### src/rtl/branch_resolve_unit_if.sv
// Signal bundle between the core pipeline and the EX-stage branch resolve unit.
// The unit attaches to the slave modport; the pipeline side uses master.
interface branch_resolve_unit_if #(
    parameter int XLEN = 32
);
    logic            if_valid;
    logic [XLEN-1:0] if_pc;
    logic            if_pred_taken;
    logic [XLEN-1:0] if_pred_target;
    logic            stall;
    logic            id_is_branch;
    logic            id_is_jal;
    logic            id_is_jalr;
    logic [2:0]      id_funct3;
    logic [XLEN-1:0] id_imm;
    logic [XLEN-1:0] ex_rs1;
    logic [XLEN-1:0] ex_rs2;
    logic            upd_valid;
    logic [XLEN-1:0] upd_pc;
    logic            upd_taken;
    logic            upd_prev_taken;
    logic [XLEN-1:0] upd_target;
    logic            redirect;
    logic [XLEN-1:0] redirect_pc;
    logic [XLEN-1:0] ex_link;
    logic [31:0]     perf_branch_cnt;
    logic [31:0]     perf_mispred_cnt;

    modport master (
        output if_valid, if_pc, if_pred_taken, if_pred_target, stall,
               id_is_branch, id_is_jal, id_is_jalr, id_funct3, id_imm,
               ex_rs1, ex_rs2,
        input  upd_valid, upd_pc, upd_taken, upd_prev_taken, upd_target,
               redirect, redirect_pc, ex_link, perf_branch_cnt, perf_mispred_cnt
    );

    modport slave (
        input  if_valid, if_pc, if_pred_taken, if_pred_target, stall,
               id_is_branch, id_is_jal, id_is_jalr, id_funct3, id_imm,
               ex_rs1, ex_rs2,
        output upd_valid, upd_pc, upd_taken, upd_prev_taken, upd_target,
               redirect, redirect_pc, ex_link, perf_branch_cnt, perf_mispred_cnt
    );
endinterface

### src/rtl/branch_resolve_unit.sv
// EX-stage branch resolution: carries IF prediction metadata to EX, resolves, drives BTB update and redirect.
// Optional performance counters are enabled with the macro BRU_PERF_CNT_EN.
module branch_resolve_unit #(
    parameter int XLEN = 32
) (
    input logic                  clk,
    input logic                  rst,
    branch_resolve_unit_if.slave bus
);
    logic            vld_p0;
    logic [XLEN-1:0] pc_p0;
    logic            pt_p0;
    logic [XLEN-1:0] ptgt_p0;

    logic            vld_p1;
    logic [XLEN-1:0] pc_p1;
    logic            pt_p1;
    logic [XLEN-1:0] ptgt_p1;
    logic            is_br_p1;
    logic            is_jal_p1;
    logic            is_jalr_p1;
    logic [2:0]      funct3_p1;
    logic [XLEN-1:0] imm_p1;

    logic            upd_v;
    logic            taken;
    logic            mispred;
    logic [XLEN-1:0] target;
    logic [XLEN-1:0] jalr_sum;
    logic [XLEN-1:0] link;

    function automatic logic branch_cond(input logic [2:0] f3,
                                         input logic [XLEN-1:0] a,
                                         input logic [XLEN-1:0] b);
        logic signed [XLEN-1:0] sa;
        logic signed [XLEN-1:0] sb;
        logic                   res;
        sa = a;
        sb = b;
        case (f3)
            3'b000:  res = (a == b);
            3'b001:  res = (a != b);
            3'b100:  res = (sa < sb);
            3'b101:  res = (sa >= sb);
            3'b110:  res = (a < b);
            3'b111:  res = (a >= b);
            default: res = 1'b0;
        endcase
        return res;
    endfunction

    // IF/ID boundary: redirect squashes even while stalled
    always_ff @(posedge clk) begin
        if (rst) begin
            vld_p0  <= 1'b0;
            pc_p0   <= '0;
            pt_p0   <= 1'b0;
            ptgt_p0 <= '0;
        end else if (mispred) begin
            vld_p0  <= 1'b0;
        end else if (!bus.stall) begin
            vld_p0  <= bus.if_valid;
            pc_p0   <= bus.if_pc;
            pt_p0   <= bus.if_pred_taken;
            ptgt_p0 <= bus.if_pred_target;
        end
    end

    // ID/EX boundary: stall or redirect injects a bubble
    always_ff @(posedge clk) begin
        if (rst) begin
            vld_p1     <= 1'b0;
            pc_p1      <= '0;
            pt_p1      <= 1'b0;
            ptgt_p1    <= '0;
            is_br_p1   <= 1'b0;
            is_jal_p1  <= 1'b0;
            is_jalr_p1 <= 1'b0;
            funct3_p1  <= '0;
            imm_p1     <= '0;
        end else if (bus.stall || mispred) begin
            vld_p1     <= 1'b0;
        end else begin
            vld_p1     <= vld_p0;
            pc_p1      <= pc_p0;
            pt_p1      <= pt_p0;
            ptgt_p1    <= ptgt_p0;
            is_br_p1   <= bus.id_is_branch;
            is_jal_p1  <= bus.id_is_jal;
            is_jalr_p1 <= bus.id_is_jalr;
            funct3_p1  <= bus.id_funct3;
            imm_p1     <= bus.id_imm;
        end
    end

    // EX resolution, combinational from ID/EX and forwarded operands
    always_comb begin
        upd_v    = vld_p1 & (is_br_p1 | is_jal_p1 | is_jalr_p1);
        taken    = is_jal_p1 | is_jalr_p1 |
                   (is_br_p1 & branch_cond(funct3_p1, bus.ex_rs1, bus.ex_rs2));
        jalr_sum = bus.ex_rs1 + imm_p1;
        target   = is_jalr_p1 ? {jalr_sum[XLEN-1:1], 1'b0} : (pc_p1 + imm_p1);
        link     = pc_p1 + XLEN'(4);
        mispred  = upd_v & ((taken != pt_p1) | (taken & pt_p1 & (target != ptgt_p1)));
    end

    assign bus.upd_valid      = upd_v;
    assign bus.upd_pc         = pc_p1;
    assign bus.upd_taken      = upd_v & taken;
    assign bus.upd_prev_taken = upd_v & pt_p1;
    assign bus.upd_target     = target;
    assign bus.redirect       = mispred;
    assign bus.redirect_pc    = mispred ? (taken ? target : link) : '0;
    assign bus.ex_link        = link;

`ifdef BRU_PERF_CNT_EN
    logic [31:0] branch_cnt;
    logic [31:0] mispred_cnt;

    always_ff @(posedge clk) begin
        if (rst) begin
            branch_cnt  <= '0;
            mispred_cnt <= '0;
        end else begin
            if (upd_v)   branch_cnt  <= branch_cnt + 32'd1;
            if (mispred) mispred_cnt <= mispred_cnt + 32'd1;
        end
    end

    assign bus.perf_branch_cnt  = branch_cnt;
    assign bus.perf_mispred_cnt = mispred_cnt;
`else
    assign bus.perf_branch_cnt  = '0;
    assign bus.perf_mispred_cnt = '0;
`endif
endmodule

### src/flat_wrapper.sv
// flat-port wrapper written by rule: the top's interface ports become plain ports
module branch_resolve_unit_flat 
#(
    parameter int XLEN = 32
)
  (clk, rst, bus_if_valid, bus_if_pc, bus_if_pred_taken, bus_if_pred_target, bus_stall, bus_id_is_branch, bus_id_is_jal, bus_id_is_jalr, bus_id_funct3, bus_id_imm, bus_ex_rs1, bus_ex_rs2, bus_upd_valid, bus_upd_pc, bus_upd_taken, bus_upd_prev_taken, bus_upd_target, bus_redirect, bus_redirect_pc, bus_ex_link, bus_perf_branch_cnt, bus_perf_mispred_cnt);
  branch_resolve_unit_if #(.XLEN(XLEN)) bus_i ();
  input logic clk;
  input logic rst;
  input wire logic [$bits(bus_i.if_valid)-1:0] bus_if_valid;
  input wire logic [$bits(bus_i.if_pc)-1:0] bus_if_pc;
  input wire logic [$bits(bus_i.if_pred_taken)-1:0] bus_if_pred_taken;
  input wire logic [$bits(bus_i.if_pred_target)-1:0] bus_if_pred_target;
  input wire logic [$bits(bus_i.stall)-1:0] bus_stall;
  input wire logic [$bits(bus_i.id_is_branch)-1:0] bus_id_is_branch;
  input wire logic [$bits(bus_i.id_is_jal)-1:0] bus_id_is_jal;
  input wire logic [$bits(bus_i.id_is_jalr)-1:0] bus_id_is_jalr;
  input wire logic [$bits(bus_i.id_funct3)-1:0] bus_id_funct3;
  input wire logic [$bits(bus_i.id_imm)-1:0] bus_id_imm;
  input wire logic [$bits(bus_i.ex_rs1)-1:0] bus_ex_rs1;
  input wire logic [$bits(bus_i.ex_rs2)-1:0] bus_ex_rs2;
  output wire logic [$bits(bus_i.upd_valid)-1:0] bus_upd_valid;
  output wire logic [$bits(bus_i.upd_pc)-1:0] bus_upd_pc;
  output wire logic [$bits(bus_i.upd_taken)-1:0] bus_upd_taken;
  output wire logic [$bits(bus_i.upd_prev_taken)-1:0] bus_upd_prev_taken;
  output wire logic [$bits(bus_i.upd_target)-1:0] bus_upd_target;
  output wire logic [$bits(bus_i.redirect)-1:0] bus_redirect;
  output wire logic [$bits(bus_i.redirect_pc)-1:0] bus_redirect_pc;
  output wire logic [$bits(bus_i.ex_link)-1:0] bus_ex_link;
  output wire logic [$bits(bus_i.perf_branch_cnt)-1:0] bus_perf_branch_cnt;
  output wire logic [$bits(bus_i.perf_mispred_cnt)-1:0] bus_perf_mispred_cnt;
  assign bus_i.if_valid = bus_if_valid;
  assign bus_i.if_pc = bus_if_pc;
  assign bus_i.if_pred_taken = bus_if_pred_taken;
  assign bus_i.if_pred_target = bus_if_pred_target;
  assign bus_i.stall = bus_stall;
  assign bus_i.id_is_branch = bus_id_is_branch;
  assign bus_i.id_is_jal = bus_id_is_jal;
  assign bus_i.id_is_jalr = bus_id_is_jalr;
  assign bus_i.id_funct3 = bus_id_funct3;
  assign bus_i.id_imm = bus_id_imm;
  assign bus_i.ex_rs1 = bus_ex_rs1;
  assign bus_i.ex_rs2 = bus_ex_rs2;
  assign bus_upd_valid = bus_i.upd_valid;
  assign bus_upd_pc = bus_i.upd_pc;
  assign bus_upd_taken = bus_i.upd_taken;
  assign bus_upd_prev_taken = bus_i.upd_prev_taken;
  assign bus_upd_target = bus_i.upd_target;
  assign bus_redirect = bus_i.redirect;
  assign bus_redirect_pc = bus_i.redirect_pc;
  assign bus_ex_link = bus_i.ex_link;
  assign bus_perf_branch_cnt = bus_i.perf_branch_cnt;
  assign bus_perf_mispred_cnt = bus_i.perf_mispred_cnt;
  branch_resolve_unit #(.XLEN(XLEN)) u_core (.clk(clk), .rst(rst), .bus(bus_i));
endmodule
### config.mk
export PLATFORM = sky130hd
export DESIGN_NAME = branch_resolve_unit_flat
export DESIGN_NICKNAME = d
export VERILOG_FILES = /design/src/rtl/branch_resolve_unit_if.sv /design/src/rtl/branch_resolve_unit.sv /design/src/flat_wrapper.sv
export SDC_FILE = /design/constraint.sdc
export NUM_CORES = 1
export LEC_CHECK = 0
export BUFFER_PORTS_ARGS = -buffer_cell sky130_fd_sc_hd__buf_2
export CORE_MARGIN = 3
export CORE_UTILIZATION = 48
export CTS_CLUSTER_DIAMETER = 60
export CTS_CLUSTER_SIZE = 14
export DETAILED_ROUTE_END_ITERATION = 10
export PLACE_DENSITY = 0.75
export SLEW_MARGIN = 5
export SYNTH_ARGS = -nofsm -noshare
export SYNTH_HDL_FRONTEND = slang
export SYNTH_SLANG_ARGS = --single-unit
### constraint.sdc
create_clock -name clk -period 17.5 [get_ports clk]
set_clock_uncertainty 0.2 [all_clocks]
set_input_delay 3.5 -clock clk [delete_from_list [all_inputs] [get_ports clk]]
set_output_delay 3.5 -clock clk [all_outputs]
set_load 0.03 [all_outputs]
==> results of run 1 <==
## metal layers
layer,vias up,GRT usage
li1,7186,-
met1,6988,0.421
met2,576,0.455
met3,58,0.0389
met4,0,0.0706
met5,-,0
## sequential cells by signal (all words and copies together), names as in the netlist
name / count
u_core.pc_p0: 32
u_core.is_jal_p1: 1
u_core.bus.upd_pc: 32
u_core.imm_p1: 32
u_core.vld_p0: 1
u_core.is_br_p1: 1
u_core.funct3_p1: 3
u_core.is_jalr_p1: 1
u_core.ptgt_p1: 32
u_core.vld_p1: 1
u_core.pt_p1: 1
u_core.ptgt_p0: 32
u_core.pt_p0: 1
## worst paths after layout
path	to	from	cells past startpoint	slack (ns)
hold reg to reg	u_core.ptgt_p1[24]	u_core.ptgt_p0[24]	2	0.28
setup / recovery	bus_redirect_pc[0]	bus_ex_rs1[31]	25	3.53
hold / removal	u_core.ptgt_p1[24]	u_core.ptgt_p0[24]	2	0.28
setup reg to reg	u_core.ptgt_p1[3]	u_core.bus.upd_pc[6]	13	11.62
## final cells by class
| class | count | area [um2] |
|---|---|---|
| fillers | 2982 | 14300 |
| flip-flops and latches | 170 | 3400 |
| repair buffers | 310 | 1590 |
| inverters | 60 | 225 |
| clock inverters | 14 | 149 |
| well taps | 435 | 544 |
| clock buffers | 18 | 439 |
| multi-input cells | 1571 | 11100 |
## synthesized netlist by cell type (6+ instances only)
master,number,share of area
xor2_1,23,0.013
or4_1,12,0.0058
or3_1,19,0.0076
or2_2,8,0.0032
buf_4,72,0.035
o31ai_1,7,0.0034
nor3b_1,8,0.0039
o21ai_0,59,0.019
and4_1,10,0.0056
a2111oi_0,6,0.0034
nand3_1,51,0.016
and3_1,18,0.0072
nor4_1,12,0.0048
nand2b_1,285,0.11
mux2i_1,217,0.14
o211ai_1,18,0.0087
nor3_1,63,0.020
nor4b_1,7,0.0039
nor2b_1,10,0.0040
a211oi_1,13,0.0063
o21a_1,22,0.011
and2_1,13,0.0052
inv_1,59,0.014
nor2_1,68,0.016
ha_1,95,0.076
xnor2_1,52,0.029
nand3b_1,10,0.0048
a211o_1,6,0.0034
mux2_2,8,0.0058
clkbuf_1,86,0.021
o21bai_1,12,0.0058
a21oi_1,85,0.027
buf_8,11,0.011
nand2_1,109,0.026
dfxtp_1,170,0.22
a31oi_1,14,0.0056
a21boi_0,7,0.0034
nand4b_1,6,0.0034
a21o_1,31,0.015
nand4_1,39,0.016
buf_2,9,0.0029
## layout by cell type (no fill, tap or decap), types with 13 or more instances in the layout
cell type	count
nand3_1	51
buf_2	301
and3_1	18
nor2_1	68
o211ai_1	18
nor3_1	63
or3_1	19
o21ai_0	58
a31oi_1	14
o21a_1	22
clkbuf_16	17
nand2b_1	285
and2_1	13
dfxtp_1	169
a21oi_1	85
ha_1	95
conb_1	64
a211oi_1	13
mux2i_1	217
xor2_1	23
inv_1	59
xnor2_1	52
nand2_1	109
nand4_1	39
a21o_1	31
## cell families after synthesis
kind of cell | Yosys count | synth area share
AND/OR/NAND/NOR | 759 | 0.275
AO/OA/AOI/OAI | 350 | 0.153
buffers and inverters | 245 | 0.0859
multiplexers | 225 | 0.145
flip-flops | 170 | 0.218
adder cells (fa/ha/maj) | 97 | 0.0788
XOR/XNOR | 76 | 0.0436
other | 1 | 0.000240
## worst reg2reg max path: cells and delay by family (launching register included)
family,cells,cell delay (ns)
XOR/XNOR,2,0.35
AND/OR/NAND/NOR,1,0.18
multiplexers,2,0.97
flip-flops,1,0.52
buffers and inverters,1,0.78
AO/OA/AOI/OAI,6,2.39
adder cells (fa/ha/maj),1,0.41
## through the flow
step | worst slack, ns | utilization | cell area [um2]
after global routing | 3.11 | 0.549 | 17500
final | 3.53 | 0.549 | 17500
after global placement | 3.77 | 0.531 | 16900
after floorplan | 4.85 | - | 15800
after CTS | 3.57 | 0.549 | 17500
after detailed placement | 3.58 | 0.531 | 16900
## power groups by stage
stage | Combinational (W) | Sequential, W | Clock (W)
floorplan | 0.000284 | 0.000432 | 0
finish | 0.000386 | 0.000432 | 0.000389
CTS | 0.000382 | 0.000431 | 0.000396
global placement | 0.000375 | 0.000439 | 0
detailed placement | 0.000380 | 0.000440 | 0
global route | 0.000417 | 0.000434 | 0.000409
==> impl_metrics.json, run 1 <==
{
  "status": "complete, no violations",
  "gp_congestion": 0.938,
  "die_h_um": 186,
  "boundaryPins": 367,
  "hp-class": "reg2reg",
  "area_growth_pct": 12.1,
  "cp.arrival_ns": 10.27,
  "slew_viol_final": 0,
  "cp_max_fo": 35,
  "path_clk_slew_ns": 0.08,
  "synth_edf_count": 0,
  "grt.overflow.total": 0,
  "rows": 65,
  "cts_hold_buf": 0,
  "period_minus_slack_ns": 13.97,
  "routed.top_layer": "met4",
  "dp_hpwl_um": 41200,
  "hold_slack_ns": 0.284,
  "required_ns": 13.80,
  "wl_met2_um": 23100,
  "maxCapViolations": 0,
  "slowest_stage": "nor4_4",
  "clk_path_buf_depth": 2,
  "antenna_left": 0,
  "dr_wl_met3_um": 3890,
  "root_buffer": "clkbuf_16",
  "viasPerCell": 5.74,
  "cts_tree": "built",
  "slew_headroom": 0.284,
  "synth.ff_latch_count": 170,
  "yosysSeqAreaShare": 0.218,
  "die-area_um2": 34700,
  "p_leak_nw": 8.11,
  "yosysWarnings": 0,
  "fin_nets": 2398,
  "dieWidth_um": 186,
  "synth.distinct_cells": 83,
  "fin_setup_tns_ns": 0,
  "grt_max_degree": 153,
  "seqPwrFrac": 0.358,
  "setup_viol": 0,
  "hold_viol": 0,
  "numPortBuffers": 302,
  "startpoint_type": "primary input",
  "synthArstFlopShare": 0,
  "max_stage_delay_ns": 0.70,
  "grt_pass1_vias": 13700,
  "netlist_area_um2": 15600,
  "dp.cells": 2546,
  "cts-htree-levels": 4,
  "vias": 14800,
  "finalNonFillerCells": 2578,
  "crit_buf_inv": 4,
  "route.layer.met1.wl_um": 24400,
  "fmax_mhz": 71.6,
  "p_clk_frac": 0.322,
  "swShare": 0.384,
  "antenna_found_initial": 0,
  "cp-end-kind": "primary output",
  "peakVddDrop_v": 0.0000638,
  "path_delay_family": "simple AND/OR/NAND/NOR gates",
  "drive_gt1_frac": 0.174,
  "grtUsageTotal": 0.289,
  "avgSynthCellArea_um2": 8.11,
  "finalWirelength_um": 52300,
  "start_util": 0.490,
  "drc": 0,
  "worstMarginPinSlew_ns": 1.07,
  "cts_buffers": 17,
  "synthCells": 1923,
  "internal_power_w": 0.000744,
  "drtIter0Drc": 1290,
  "cts_setup_buffers": 0,
  "post_cts_resized": 0,
  "power.density_nw_per_um2": 69.1,
  "diodes": 0,
  "clk_latency_ns": 0.44,
  "total_power_w": 0.00121,
  "crit_type": "in2out",
  "synth_flop_cell": "dfxtp_1",
  "rsz0062_at_grt": "no",
  "first_pass_iters": 6,
  "switchingPower_w": 0.000464,
  "post-route-period-util": 0.798,
  "core_area_um2": 31800,
  "grt_pass1_wl_um": 77800,
  "cts.sinks": 170,
  "p_comb_frac": 0.320,
  "wire_per_inst_um": 20.3
}
No activity file was read; power rests on OpenSTA's default activity.
==> run 2, diff against run 1 <==
--- a/config.mk
+++ b/config.mk
@@ -5,13 +5,14 @@
 export SDC_FILE = /design/constraint.sdc
 export NUM_CORES = 1
 export LEC_CHECK = 0
+export ABC_AREA = 1
 export BUFFER_PORTS_ARGS = -buffer_cell sky130_fd_sc_hd__buf_2
 export CORE_MARGIN = 3
 export CORE_UTILIZATION = 48
 export CTS_CLUSTER_DIAMETER = 60
 export CTS_CLUSTER_SIZE = 14
 export DETAILED_ROUTE_END_ITERATION = 10
-export PLACE_DENSITY = 0.75
+export PLACE_DENSITY = 0.77
 export SLEW_MARGIN = 5
 export SYNTH_ARGS = -nofsm -noshare
 export SYNTH_HDL_FRONTEND = slang
==> constraint.sdc (replaced) <==
create_clock -name clk -period 11.7 [get_ports clk]
set_clock_uncertainty 0.2 [all_clocks]
set_input_delay 2.34 -clock clk [delete_from_list [all_inputs] [get_ports clk]]
set_output_delay 2.34 -clock clk [all_outputs]
set_load 0.03 [all_outputs]
==> run 2 against run 1 <==
Sequential share of layout area shrank 0.73 points. Sequential power grew 57%. Via count grew 23%. Non-clock buffer count grew 2. Total power grew 65%. Combinational power grew 90%. Synthesized cell count grew 52%. Critical endpoint unchanged. Largest power group is now combinational logic.
==> impl_metrics.json, run 2 <==
{
  "status": "complete, no violations",
  "power.density_nw_per_um2": 110,
  "rsz0062_at_grt": "no",
  "grt.overflow.total": 0,
  "die-area_um2": 36200,
  "drtIter0Drc": 1337,
  "gp_congestion": 0.961,
  "slew_viol_final": 0,
  "dp_hpwl_um": 46400,
  "post-route-period-util": 0.752,
  "place_ws_ns": 2.99,
  "synth.ff_latch_count": 170,
  "synth_top_area_cell": "dfxtp_1",
  "p_leak_nw": 11.0,
  "diodes": 0,
  "cp.arrival_ns": 6.26,
  "dp.cells": 3568,
  "grt_pass1_wl_um": 88800,
  "setup_viol": 0,
  "antenna_found_initial": 1,
  "yosysWarnings": 0,
  "grtUsageTotal": 0.312,
  "antenna_left": 0,
  "wire_per_inst_um": 16.0,
  "synth_common_cells": "nand2_1 (836), inv_1 (557), nand3_1 (357)",
  "period_minus_slack_ns": 8.80,
  "first_pass_iters": 6,
  "max_stage_delay_ns": 0.52,
  "cp-end-kind": "primary output",
  "post-synth-top-area-fraction": 0.209,
  "netlist_area_um2": 16300,
  "start_util": 0.494,
  "fmax_mhz": 114,
  "cts_setup_buffers": 0,
  "synthCells": 2927,
  "hold_viol": 0,
  "synthArstFlopShare": 0,
  "rows": 66,
  "fin_setup_tns_ns": 0,
  "maxCapViolations": 0,
  "avgSynthCellArea_um2": 5.57,
  "worstMarginPinSlew_ns": 0.993,
  "drive_gt1_frac": 0.116,
  "vias": 18300,
  "clk_path_buf_depth": 2,
  "finalNonFillerCells": 3600,
  "path_clk_slew_ns": 0.07,
  "cts_tree": "built",
  "cts-htree-levels": 4,
  "final_cell_mix": "nand2_1 (835), inv_1 (557), nand3_1 (357), nor2_1 (333), buf_2 (302)",
  "cp_max_fo": 147,
  "numPortBuffers": 302,
  "post_cts_resized": 0,
  "required_ns": 9.16,
  "cts.sinks": 170,
  "cts_buffers": 17,
  "slew_headroom": 0.338,
  "finalWirelength_um": 57600,
  "synth_flop_cell": "dfxtp_1",
  "area_growth_pct": 11.3,
  "boundaryPins": 367,
  "startpoint_type": "primary input",
  "crit_type": "in2out",
  "fin_ws_ns": 2.90,
  "root_buffer": "clkbuf_16",
  "synthMostInstantiatedCell": "nand2_1",
  "path_cells": "buf_2 > ha_1 > nand2_1 > inv_1 > nand3_1 > nor3_1 > nand3_1 > nand4_1 > o21ai_0 > o21bai_1 > nor2_1 > nand3_1 > nand2_1 > nand2_2 > ha_1 > inv_1 > nand2_2 > nand2_8 > a21oi_1 > buf_2",
  "synth_edf_count": 0,
  "cts_hold_buf": 0,
  "dieWidth_um": 190,
  "clk_latency_ns": 0.46,
  "path_common_cell": "nand3_1",
  "synth.distinct_cells": 39,
  "viasPerCell": 5.07,
  "grt_max_degree": 148,
  "layout_commonest_cell": "nand2_1",
  "peakVddDrop_v": 0.000132,
  "hp-class": "reg2reg",
  "drc": 0,
  "fin_nets": 3413,
  "yosysSeqAreaShare": 0.209,
  "core_area_um2": 33000,
  "grt_pass1_vias": 16900,
  "slowest_stage": "nor3_1",
  "die_h_um": 190,
  "netlist_top_cells_area": "dfxtp_1 (21%), nand2_1 (19%), inv_1 (13%)"
}
[run 2: final cells by class]
type | count | area, um2
tap | 442 | 553
timing repair buffer | 312 | 1590
clock buffer | 17 | 425
multi-input combinational | 2080 | 9880
fill | 3596 | 14900
sequential | 170 | 3400
inverter | 564 | 2130
clock inverter | 15 | 171
[run 2: kinds of logic after synthesis]
group | Yosys count | share of synthesized area
fa+ha+maj | 97 | 0.0753
simple gates | 1615 | 0.414
buf+inv | 740 | 0.201
flops | 170 | 0.209
other cells | 1 | 0.000230
compound gates | 278 | 0.0870
xor+xnor | 26 | 0.0140
[run 2: critical path: cells and delay by family]
family,cells,cell delay (ns)
AND/OR/NAND/NOR,11,2.20
adder cells (fa/ha/maj),2,0.57
AO/OA/AOI/OAI,3,0.56
buffers and inverters,4,0.46
[run 2: final timing paths]
check	slack [ns]	cells after the start	endpoint	from
max reg2reg	5.94	23	u_core.pc_p0[2]	u_core.bus.upd_pc[0]
max	2.90	20	bus_redirect_pc[0]	bus_ex_rs1[7]
min reg2reg	0.28	2	u_core.pc_p0[1]	u_core.pc_p0[1]
min	0.28	2	u_core.pc_p0[1]	u_core.pc_p0[1]
[run 2: layer usage]
layer  vias up  GRT usage  part of all wire
met1      8190      0.427              0.45
met5         -          0                 0
li1       9344          -                 -
met3        89     0.0493             0.071
met2       646      0.495              0.44
met4         0      0.115             0.036
[run 2: through the flow]
step                      area, um2   util  power [W]  hold slack [ns]
after CTS                     18100  0.549    0.00199            0.285
after floorplan               16500      -    0.00120            0.235
final                         18100  0.549    0.00199            0.281
after global placement        17600  0.531    0.00140            0.259
after detailed placement      17600  0.531    0.00141            0.268
after global routing          18100  0.549    0.00211            0.305
[run 2: power breakdown]
group | internal (W) | switching, W
clock | 0.000288 | 0.000295
combinational | 0.000228 | 0.000505
sequential | 0.000621 | 0.0000571
==> run 3, diff against run 2 <==
--- a/config.mk
+++ b/config.mk
@@ -5,7 +5,7 @@
 export SDC_FILE = /design/constraint.sdc
 export NUM_CORES = 1
 export LEC_CHECK = 0
-export ABC_AREA = 1
+export ABC_AREA = 0
 export BUFFER_PORTS_ARGS = -buffer_cell sky130_fd_sc_hd__buf_2
 export CORE_MARGIN = 3
 export CORE_UTILIZATION = 48
==> constraint.sdc (replaced) <==
create_clock -name clk -period 7.5 [get_ports clk]
set_clock_uncertainty 0.2 [all_clocks]
set_input_delay 1.5 -clock clk [delete_from_list [all_inputs] [get_ports clk]]
set_output_delay 1.5 -clock clk [all_outputs]
set_load 0.03 [all_outputs]
==> run 3 against run 2 <==
Global-route usage shrank 1.0 points. The flow now finishes with violations (setup timing). Wire length fell by 5.3%. Critical path type unchanged. Clock power up 61%. Critical endpoint is now bus_redirect_pc[21]. Hold slack improved by 0.0049 ns. Highest routed layer unchanged. Register-to-register slack got worse by 4.1 ns.
==> impl_metrics.json, run 3 (synthesis results as in run 1) <==
{
  "status": "finished, violations left",
  "violations": "setup timing",
  "first_pass_iters": 5,
  "slowest_stage": "o31ai_4",
  "layout_commonest_cell": "nand2b_1",
  "final_cell_mix": "nand2b_1 (285), buf_2 (260), mux2i_1 (217), dfxtp_1 (169), nand2_1 (108)",
  "hp-class": "reg2reg",
  "start_util": 0.490,
  "startpoint_type": "primary input",
  "drtIter0Drc": 1589,
  "worstMarginPinSlew_ns": 0.908,
  "multiInputGateArea_um2": 11700,
  "post-route-period-util": 1.08,
  "max_stage_delay_ns": 0.41,
  "finalWirelength_um": 54500,
  "internal_power_w": 0.00183,
  "stdcell_area_um2": 19000,
  "die-area_um2": 34700,
  "fin_setup_tns_ns": -17.95,
  "cp-end-kind": "primary output",
  "switchingPower_w": 0.00109,
  "path_common_cell": "o21a_1",
  "cts_tree": "built",
  "drive_gt1_frac": 0.232,
  "dieWidth_um": 186,
  "area_growth_pct": 21.8,
  "antenna_found_initial": 0,
  "clk_path_buf_depth": 2,
  "holdPathEnd": "u_core.ptgt_p1[19]",
  "fin_nets": 2477,
  "grt_pass1_vias": 14400,
  "peakVddDrop_v": 0.000147,
  "cp_max_fo": 6,
  "fmax_mhz": 124,
  "grtUsageTotal": 0.302,
  "grt_pass1_wl_um": 81600,
  "hold_viol": 0,
  "crit_type": "in2out",
  "gp_congestion": 0.944,
  "p_clk_frac": 0.321,
  "fin_ws_ns": -0.592,
  "seqCellArea_um2": 3400,
  "diodes": 0,
  "slew_headroom": 0.379,
  "swShare": 0.374,
  "grt.overflow.total": 0,
  "place_ws_ns": -0.989,
  "vias": 15500,
  "core_area_um2": 31800,
  "rows": 65,
  "setup_viol": 33,
  "power.density_nw_per_um2": 154,
  "placed_area_um2": 17900,
  "cts_buffers": 17,
  "rsz0062_at_grt": "yes",
  "clk_latency_ns": 0.44,
  "cts.sinks": 170,
  "cts_hold_buf": 0,
  "cts-htree-levels": 4,
  "required_ns": 5.80,
  "slew_viol_final": 0,
  "path_delay_family": "compound AO/OA/AOI/OAI gates",
  "antenna_left": 0,
  "boundaryPins": 367,
  "drc": 0,
  "p_comb_frac": 0.334,
  "path_clk_slew_ns": 0.07,
  "r2r.worst_path.cells": 13,
  "seqPwrFrac": 0.344,
  "hp-start": "u_core.ptgt_p1[19]",
  "n_fill_cell": 2799,
  "period_minus_slack_ns": 8.09,
  "crit_buf_inv": 5,
  "grt_max_degree": 145,
  "p_leak_nw": 8.66,
  "numPortBuffers": 302,
  "r2r_slack_ns": 1.87,
  "die_h_um": 186,
  "viasPerCell": 5.82,
  "r2r-start": "u_core.bus.upd_pc[9]",
  "r2r-end": "u_core.imm_p1[20]",
  "root_buffer": "clkbuf_16",
  "wire_per_inst_um": 20.5,
  "whs_path_depth": 2,
  "dp_hpwl_um": 42200,
  "cp.arrival_ns": 6.39,
  "hold_slack_ns": 0.286,
  "maxCapViolations": 0
}
run 3: worst max-delay path by stage:
stage	from	slack [ns]	end	depth (start not counted)
2_1_floorplan	bus_ex_rs2[31]	-0.37	bus_redirect_pc[22]	25
3_3_place_gp	bus_ex_rs2[31]	-0.92	bus_redirect_pc[31]	25
3_5_place_dp	bus_ex_rs2[31]	-0.99	bus_redirect_pc[31]	25
4_1_cts	bus_ex_rs1[30]	-0.65	bus_redirect_pc[20]	26
5_1_grt	bus_ex_rs1[29]	-0.81	bus_redirect_pc[21]	26
6_report	bus_ex_rs2[1]	-0.59	bus_redirect_pc[21]	26
run 3: metal layers:
metal	vias up	GRT usage	wire, um
met5	-	0	0
met4	0	0.0789	1170
met3	82	0.0371	4540
met2	698	0.474	24400
met1	7341	0.438	24400
li1	7352	-	-
run 3: timing repair:
item,4_1_cts,5_1_grt
endpoints found under the setup margin,33,33
gates resized for setup,94,22
cloned,3,0
setup buffers,10,1
pin swaps,23,11
run 3: layout make-up:
type | instances | area share
clock buffer | 18 | 0.0226
clock inverter | 14 | 0.00916
inverter | 60 | 0.0125
multi-input combinational | 1571 | 0.614
sequential | 170 | 0.179
tap | 435 | 0.0287
timing repair buffer | 389 | 0.134
run 3: through the flow:
stage               std cells   util  total power, W
global route             2657  0.597         0.00304
CTS                      2660  0.596         0.00290
detailed placement       2615  0.562         0.00196
global placement         2615  0.562         0.00195
finish                   2657  0.597         0.00292
floorplan                1986      -         0.00169
run 3: worst register-to-register path, stage by stage (launching register included):
cell and delay, ns:
dfxtp_1 0.70, ha_1 0.41, a21oi_1 0.39, a211oi_1 0.14
a211oi_1 0.57, a31oi_1 0.45, and2_1 0.27, o21ai_0 0.42
o211ai_1 0.18, nor4_1 0.40, nand4_1 0.26, o32ai_4 0.43
buf_12 0.39, mux2i_1 0.36
run 3: power groups by stage:
stage	Sequential, W	Combinational [W]	Clock [W]
6_report	0.00101	0.000978	0.000940
3_5_place_dp	0.00102	0.000942	0
4_1_cts	0.00100	0.000955	0.000942
5_1_grt	0.00101	0.00105	0.000978
2_1_floorplan	0.00101	0.000681	0
3_3_place_gp	0.00102	0.000928	0
